$ cat config.mk
export PLATFORM = sky130hd
export DESIGN_NAME = reg_share_arb
export DESIGN_NICKNAME = d
export VERILOG_FILES = /design/src/rtl/reg_share_arb.sv
export SDC_FILE = /design/constraint.sdc
export NUM_CORES = 1
export LEC_CHECK = 0
export CORE_MARGIN = 1
export CORE_UTILIZATION = 35
export CTS_CLUSTER_SIZE = 25
export DETAILED_ROUTE_END_ITERATION = 8
export PLACE_DENSITY = 0.76
export REMOVE_ABC_BUFFERS = 1
export SLEW_MARGIN = 20
export SYNTH_ARGS = -nofsm -noshare
export SYNTH_HDL_FRONTEND = slang
export SYNTH_SLANG_ARGS = --single-unit
$ cat constraint.sdc
create_clock -name clk -period 1.6 [get_ports clk]
set_clock_uncertainty 0.2 [all_clocks]
set_input_delay 0.4 -clock clk [delete_from_list [all_inputs] [get_ports clk]]
set_output_delay 0.4 -clock clk [all_outputs]
set_load 0.02 [all_outputs]
$ cat src/rtl/reg_share_arb.sv
// rtl/reg_share_arb.sv - round-robin write arbiter for one shared data register
// Optional locked-ownership mode is built when REG_SHARE_ARB_LOCK_EN is defined.
module reg_share_arb #(
  parameter int unsigned       NUM_REQ  = 4,
  parameter int unsigned       DATA_W   = 8,
  parameter logic [DATA_W-1:0] RST_VAL  = '0,
  parameter int unsigned       MAX_LOCK = 8,
  localparam int unsigned      IDX_W    = $clog2(NUM_REQ)
) (
  input  logic                      clk,
  input  logic                      reset,
  input  logic [NUM_REQ-1:0]        req_i,
  input  logic [NUM_REQ*DATA_W-1:0] data_i,
`ifdef REG_SHARE_ARB_LOCK_EN
  input  logic [NUM_REQ-1:0]        lock_i,
`endif
  output logic [NUM_REQ-1:0]        gnt_o,
  output logic [DATA_W-1:0]         q_o,
  output logic                      valid_o,
  output logic [IDX_W-1:0]          owner_o
);

  if (NUM_REQ < 2 || NUM_REQ > 16) begin : g_bad_num_req
    $error("reg_share_arb: NUM_REQ out of range");
  end
  if (MAX_LOCK < 1 || MAX_LOCK > 255) begin : g_bad_max_lock
    $error("reg_share_arb: MAX_LOCK out of range");
  end

  logic [NUM_REQ-1:0] gnt_q, gnt_d;
  logic [DATA_W-1:0]  q_q, q_d;
  logic               valid_q, valid_d;
  logic [IDX_W-1:0]   owner_q, owner_d;
  logic [IDX_W-1:0]   ptr_q, ptr_d;

  logic               found;
  logic [IDX_W-1:0]   win;
  logic               wr_en;
  logic [IDX_W-1:0]   wr_idx;

  function automatic logic [IDX_W-1:0] next_ptr(input logic [IDX_W-1:0] k);
    return (k == IDX_W'(NUM_REQ - 1)) ? '0 : k + 1'b1;
  endfunction

  // First requester at or after ptr, wrapping modulo NUM_REQ.
  always_comb begin
    found = 1'b0;
    win   = '0;
    for (int i = 0; i < NUM_REQ; i++) begin
      if (!found && req_i[IDX_W'((int'(ptr_q) + i) % NUM_REQ)]) begin
        found = 1'b1;
        win   = IDX_W'((int'(ptr_q) + i) % NUM_REQ);
      end
    end
  end

`ifdef REG_SHARE_ARB_LOCK_EN
  typedef enum logic {ARB = 1'b0, LOCK = 1'b1} state_t;
  state_t     state_q, state_d;
  logic [7:0] cnt_q, cnt_d;
`endif

  always_comb begin
    gnt_d   = '0;
    q_d     = q_q;
    valid_d = valid_q;
    owner_d = owner_q;
    ptr_d   = ptr_q;
    wr_en   = 1'b0;
    wr_idx  = win;
`ifdef REG_SHARE_ARB_LOCK_EN
    state_d = state_q;
    cnt_d   = cnt_q;
    case (state_q)
      ARB: begin
        wr_en = found;
        if (found) begin
          ptr_d = next_ptr(win);
          // With MAX_LOCK=1 the entering write already exhausts the lock.
          if (lock_i[win] && MAX_LOCK > 1) begin
            state_d = LOCK;
            cnt_d   = 8'd1;
          end
        end
      end
      LOCK: begin
        wr_idx = owner_q;
        wr_en  = req_i[owner_q];
        if (wr_en) cnt_d = cnt_q + 8'd1;
        if (!lock_i[owner_q] || (wr_en && (cnt_q + 8'd1 == 8'(MAX_LOCK)))) begin
          state_d = ARB;
          ptr_d   = next_ptr(owner_q);
        end
      end
      default: state_d = ARB;
    endcase
`else
    wr_en = found;
    if (found) ptr_d = next_ptr(win);
`endif
    if (wr_en) begin
      gnt_d   = NUM_REQ'(1) << wr_idx;
      q_d     = data_i[int'(wr_idx)*DATA_W +: DATA_W];
      owner_d = wr_idx;
      valid_d = 1'b1;
    end
  end

  always_ff @(posedge clk) begin
    if (reset) begin
      gnt_q   <= '0;
      q_q     <= RST_VAL;
      valid_q <= 1'b0;
      owner_q <= '0;
      ptr_q   <= '0;
`ifdef REG_SHARE_ARB_LOCK_EN
      state_q <= ARB;
      cnt_q   <= 8'd0;
`endif
    end else begin
      gnt_q   <= gnt_d;
      q_q     <= q_d;
      valid_q <= valid_d;
      owner_q <= owner_d;
      ptr_q   <= ptr_d;
`ifdef REG_SHARE_ARB_LOCK_EN
      state_q <= state_d;
      cnt_q   <= cnt_d;
`endif
    end
  end

  assign gnt_o   = gnt_q;
  assign q_o     = q_q;
  assign valid_o = valid_q;
  assign owner_o = owner_q;

endmodule

==> impl_metrics.ini, run 1 <==
[worst_hold_path]
hp-class = reg2reg
whs_path_depth = 2
min_from = owner_o[1]
min_to = owner_o[1]

[placed_design]
gp_congestion = 0.7796
dp.cells = 203
hpwl_um = 2181
port_buffers = 52
dpl_worst_slack_ns = -0.7456

[worst_setup_path]
cp-start-kind = flip-flop
cp_common_cell = mux2i_4
crit_path_end_kind = flip-flop
cp.required_ns = 1.58
cp_slowest_stage_delay_ns = 0.39
r2r_cells = 6
crit_path_max_fanout = 5
cp_cell_sequence = mux2i_4 > o22a_4 > buf_8 > nand2_8 > mux2i_4 > o211ai_2
cp_num_buf_inv = 1
r2r_slack_ns = -0.14
arrival_ns = 1.72
critical_path_class = reg2reg
reg2reg_to = q_o[7]
cp_slowest_cell = dfxtp_4
cp_top_family = multiplexers
rr_startpoint = ptr_q[1]
cp.depth = 6

[final_layout]
layout.nets = 233
stdcell_count = 225
layout_common_cells = clkdlybuf4s50_1 (33), buf_4 (25), dfxtp_1 (15)
fin_util_pct = 74.10
final_common_cell = clkdlybuf4s50_1
area_growth_pct = 102.4
diodes = 0
final_layout_size_suffix_gt1_share_pct = 47.94

[sta]
finalSetupViolations = 9
max_freq_ghz = 0.5750
worst_slew_pin_slew_ns = 0.3000
final.min_clock_period_ns = 1.739
rsz0062_at_grt = yes
tns_ns = -0.8159
drv_slew = 0
slew_headroom_pct = 79.96
finalHoldViolations = 0
setup_ws_ns = -0.1393
finalCritPeriodShare_pct = 108.7

[clocking]
cts_tree = built
cts_made_buffers = 3
htree_num_levels = 1
clkTransAtPathRegs_ns = 0.10
hold_buffers = 0
cts_root_buf = clkbuf_4
clock_path_buffers = 2
numClockSinks = 17
clock_latency_ns = 0.29

[synthesis]
synth_area_mm2 = 0.001001
synth_top_family_by_area = compound AO/OA/AOI/OAI gates
ys_ff_latch = 17
synth_simple_gate_area_share_pct = 20.75
yosysUniqueCellTypes = 31
syn_inst = 107
synth_xor_xnor_area_share_pct = 0.8750
syn_area_per_cell_um2 = 9.355
yosysSeqAreaShare_pct = 34.00
synthMuxAreaShare_pct = 9.375
synth_compound_area_share_pct = 30.75
synth_fa_ha_area_share_pct = 0
yosys_warnings = 0

[die]
start_util_pct = 36.61
rows = 19
chipWidth_um = 55.48
io_pins = 53
core_mm2 = 0.002734
die_area_mm2 = 0.003077
die_h_um = 55.48

[outcome]
violations = negative setup slack
status = finished with violations

[routing]
post-route-drc-count = 0
drtAntennaViolNets = 0
via_per_inst = 5.467
routed_wl_um = 3652
wire_per_inst_um = 16.23
vias = 1230
drt-pass1-iter-count = 4
drt_iter0_markers = 15

[power]
ir_worst_vdd_uv = 630.0
p_leak_nw = 0.8396
p_total_w = 0.001844
power_density_mw_per_mm2 = 910.2

[grt]
grt_max_degree = 11
grt_usage_pct = 23.79
antenna_found_initial = 0
grt_pass1_wl_um = 5809
grt_pass1_vias = 1289
grt_overflow = 0

[run]
maxCapViolCount = 0
[worst max-delay path by stage]
stage | startpoint | endpoint | slack, ns
after global routing | ptr_q[1] | q_o[7] | -0.18
after detailed placement | req_i[2] | q_o[7] | -0.75
after CTS | ptr_q[1] | q_o[7] | -0.13
after floorplan | ptr_q[1] | q_o[0] | -0.21
after global placement | req_i[0] | q_o[1] | -0.67
final | ptr_q[1] | q_o[7] | -0.14
[synthesized netlist by cell type]
| library cell | number | area share, % |
|---|---|---|
| nand2_4 | 1 | 1.1 |
| xnor2_1 | 1 | 0.88 |
| nand3b_1 | 1 | 0.75 |
| nor2_2 | 2 | 1.2 |
| nor4_1 | 1 | 0.63 |
| o22ai_4 | 1 | 2.0 |
| mux2i_1 | 8 | 8.0 |
| buf_6 | 1 | 1.1 |
| nor2_1 | 6 | 2.2 |
| a211oi_2 | 1 | 1.2 |
| a211o_1 | 8 | 7.0 |
| buf_4 | 2 | 1.5 |
| nand2b_1 | 2 | 1.2 |
| a2bb2oi_2 | 1 | 1.5 |
| nand2_8 | 1 | 2.0 |
| or2b_1 | 1 | 0.75 |
| a21oi_2 | 1 | 0.88 |
| a21oi_1 | 5 | 2.5 |
| nand2_1 | 11 | 4.1 |
| clkbuf_1 | 1 | 0.37 |
| o21ai_0 | 8 | 4.0 |
| nand3_1 | 8 | 4.0 |
| or4_4 | 1 | 1.1 |
| a21o_1 | 1 | 0.75 |
| nor3_1 | 3 | 1.5 |
| o211ai_2 | 8 | 10 |
| o22a_1 | 1 | 0.88 |
| dfxtp_1 | 17 | 34 |
| buf_2 | 1 | 0.50 |
| inv_1 | 2 | 0.75 |
| mux2i_2 | 1 | 1.4 |
[report_power, final]
part	internal, W	switching, W	total (W)
Sequential	0.000504	0.0000550	0.000559
Combinational	0.000540	0.000512	0.00105
Clock	0.0000929	0.000140	0.000233
[flip-flops by register name, indices dropped and copies added (netlist names)]
register,count
q_o,8
gnt_o,4
owner_o,2
ptr_q,2
valid_o,1
[kinds of logic (layout without fill, tap and decap cells)]
kind of cell    count (synthesis)  in the layout
compound gates                 35             36
xor+xnor                        1              1
buf+inv                         7             92
flops                          17             17
mux                             9              9
simple gates                   38             39
[timing repair]
action | in CTS | in global routing
setup buffers | 9 | 7
pin swaps | 13 | 17
setup endpoints to repair | 32 | 24
gates cloned | 4 | 0
resized for setup | 61 | 39
[tightest hold or removal path, cell delays in order (launching register included)]
cell	delay, ns
dfxtp_1	0.32
nand2_1	0.07
a21oi_2	0.05
[cell type report]
class                           instances  area (um2)
Sequential cell                        17       347.8
Tap cell                               31       38.79
Timing Repair Buffer                   86       773.2
Inverter                                2       7.507
Fill cell                             184       708.2
Clock buffer                            3       22.52
Multi-Input combinational cell         85       830.8
Clock inverter                          1       5.005
[layer usage]
| layer | vias to the layer above | GRT usage, % | part of all wire (%) | wire length [um] |
|---|---|---|---|---|
| met2 | 61 | 41.31 | 51 | 1861 |
| met1 | 576 | 27.71 | 40 | 1449 |
| met4 | 0 | 11.79 | 3.2 | 116 |
| met3 | 13 | 4.684 | 6.1 | 224 |
| met5 | - | 0 | 0 | 0 |
| li1 | 580 | - | - | - |
[per-stage QoR]
step | hold slack [ns] | instance area, um2
6_report | 0.2731 | 2026
5_1_grt | 0.2889 | 2026
4_1_cts | 0.2765 | 1949
3_5_place_dp | 0.2569 | 1673
3_3_place_gp | 0.2422 | 1673
2_1_floorplan | 0.2646 | 965.9
No activity file was read; power rests on OpenSTA's default activity.
==> run 2, diff against run 1 <==
--- a/config.mk
+++ b/config.mk
@@ -10,6 +10,7 @@
 export CTS_CLUSTER_SIZE = 25
 export DETAILED_ROUTE_END_ITERATION = 8
 export PLACE_DENSITY = 0.76
+export RECOVER_POWER = 50
 export REMOVE_ABC_BUFFERS = 1
 export SLEW_MARGIN = 20
 export SYNTH_ARGS = -nofsm -noshare
==> run 2 against run 1 <==
  * Critical path type unchanged
  * Critical endpoint unchanged
  * Fmax barely moved
  * Sequential share of layout area up 0.085 points
  * Critical path depth unchanged
  * Largest power group unchanged
  * Global-route usage did not move
  * The flow still finishes with violations (negative setup slack)
  * Routed wire length shrank 0.25%
  * Worst setup slack better by 0.0011 ns
  * Count of clock-buffer cells in the layout unchanged
  * Cell count unchanged
  * Via count increased by 0.49%
  * Hold slack barely moved
  * Flip-flop and latch count is the same
  * First-iteration DRC count is 27% higher
==> impl_metrics.ini, run 2 (synthesis gave the netlist of run 1 again) <==
[routing]
via_per_inst = 5.493
vias = 1236
drt_iter0_markers = 19
drtAntennaViolNets = 0
post-route-drc-count = 0
wire_per_inst_um = 16.19
routed_wl_um = 3643
drt-pass1-iter-count = 4

[sta]
finalHoldViolations = 0
finalSetupViolations = 9
rsz0062_at_grt = yes
setup_ws_ns = -0.1382
drv_slew = 0
finalCritPeriodShare_pct = 108.6
tns_ns = -0.8156
slew_headroom_pct = 79.95
final.min_clock_period_ns = 1.738
worst_hold_slack_ns = 0.2730
max_freq_ghz = 0.5753
worst_slew_pin_slew_ns = 0.3001

[clocking]
clkTransAtPathRegs_ns = 0.10
clock_path_buffers = 2
htree_num_levels = 1
cts_tree = built
cts_root_buf = clkbuf_4
cts_made_buffers = 3
clock_latency_ns = 0.29
numClockSinks = 17

[power]
ir_worst_vdd_uv = 619.8
p_leak_nw = 0.8218
p_total_w = 0.001836
power_density_mw_per_mm2 = 911.0

[final_layout]
largest_reg_flops = 8
fin_util_pct = 73.73
ff_latch_area_um2 = 347.8
final_common_cell = clkdlybuf4s50_1
fill_cells = 184
layout_common_cells = clkdlybuf4s50_1 (33), buf_4 (25), dfxtp_1 (15)
layout.nets = 233
multiInputGateArea_um2 = 827.0
area_growth_pct = 101.4
diodes = 0
final_layout_size_suffix_gt1_share_pct = 44.85

[worst_setup_path]
crit_path_max_fanout = 5
crit_path_end_kind = flip-flop
cp-start-kind = flip-flop
critical_path_class = reg2reg
r2r_cells = 6
cp.required_ns = 1.57
arrival_ns = 1.71

[placed_design]
gp_congestion = 0.7796
port_buffers = 52
hpwl_um = 2181

[die]
start_util_pct = 36.61
core_mm2 = 0.002734
die_area_mm2 = 0.003077
die_h_um = 55.48
chipWidth_um = 55.48
rows = 19
io_pins = 53

[grt]
antenna_found_initial = 0
grt_overflow = 0
grt_max_degree = 11
grt_usage_pct = 23.79
grt_pass1_wl_um = 5809
grt_pass1_vias = 1289

[outcome]
status = finished with violations
violations = negative setup slack

[worst_hold_path]
hp-class = reg2reg
whs_path_depth = 2

[run]
maxCapViolCount = 0
-- run 2: worst paths after layout --
kind / start / endpoint / slack (ns)
max: ptr_q[1] / q_o[7] / -0.14
min: owner_o[1] / owner_o[1] / 0.27
max reg2reg: ptr_q[1] / q_o[7] / -0.14
min reg2reg: owner_o[1] / owner_o[1] / 0.27
-- run 2: metal layers --
metal  up-vias  global-route usage (%)  wire length [um]
li1        578                       -                 -
met1       580                   27.71              1439
met2        62                   41.31              1857
met3        16                   4.684               217
met4         0                   11.79               129
met5         -                       0                 0
-- run 2: report_power, final --
group,switching [W],leakage [nW],internal [W]
clock,0.000140,0.0177,0.0000928
combinational,0.000512,0.662,0.000533
sequential,0.0000545,0.142,0.000504
total,0.000707,0.822,0.00113
-- run 2: stage by stage --
| step | instances | worst slack (ns) | area (um2) |
|---|---|---|---|
| 2_1_floorplan | 102 | -0.2124 | 965.9 |
| 3_3_place_gp | 203 | -0.6722 | 1673 |
| 3_5_place_dp | 203 | -0.7456 | 1673 |
| 4_1_cts | 220 | -0.1293 | 1949 |
| 5_1_grt | 225 | -0.1785 | 2016 |
| 6_report | 225 | -0.1382 | 2016 |
-- run 2: repair_timing --
action,CTS,global route
gates cloned,4,0
hold buffers,0,0
gates resized for setup,61,39
endpoints found under the setup margin,32,24
pin swaps,13,17
buffers inserted,9,7
-- run 2: area by class of cell --
type	count	share of cell area (%)
clock buffer	3	1.117
clock inverter	1	0.2483
inverter	2	0.3724
multi-input combinational	85	41.03
sequential	17	17.26
tap	31	1.924
timing repair buffer	86	38.05
-- run 2: critical path, stage by stage (launching register included) --
cell and delay [ns]:
dfxtp_4 0.39, mux2i_4 0.19, o22a_4 0.24, buf_8 0.14, nand2_8 0.10, mux2i_4 0.25
o211ai_2 0.12
==> run 3, diff against run 2 <==
--- a/config.mk
+++ b/config.mk
@@ -7,7 +7,7 @@
 export LEC_CHECK = 0
 export CORE_MARGIN = 1
 export CORE_UTILIZATION = 35
-export CTS_CLUSTER_SIZE = 25
+export CTS_CLUSTER_SIZE = 20
 export DETAILED_ROUTE_END_ITERATION = 8
 export PLACE_DENSITY = 0.76
 export RECOVER_POWER = 50
==> results of run 3 <==
No change in the layout: final DEF, timing and power equal those of run 2.
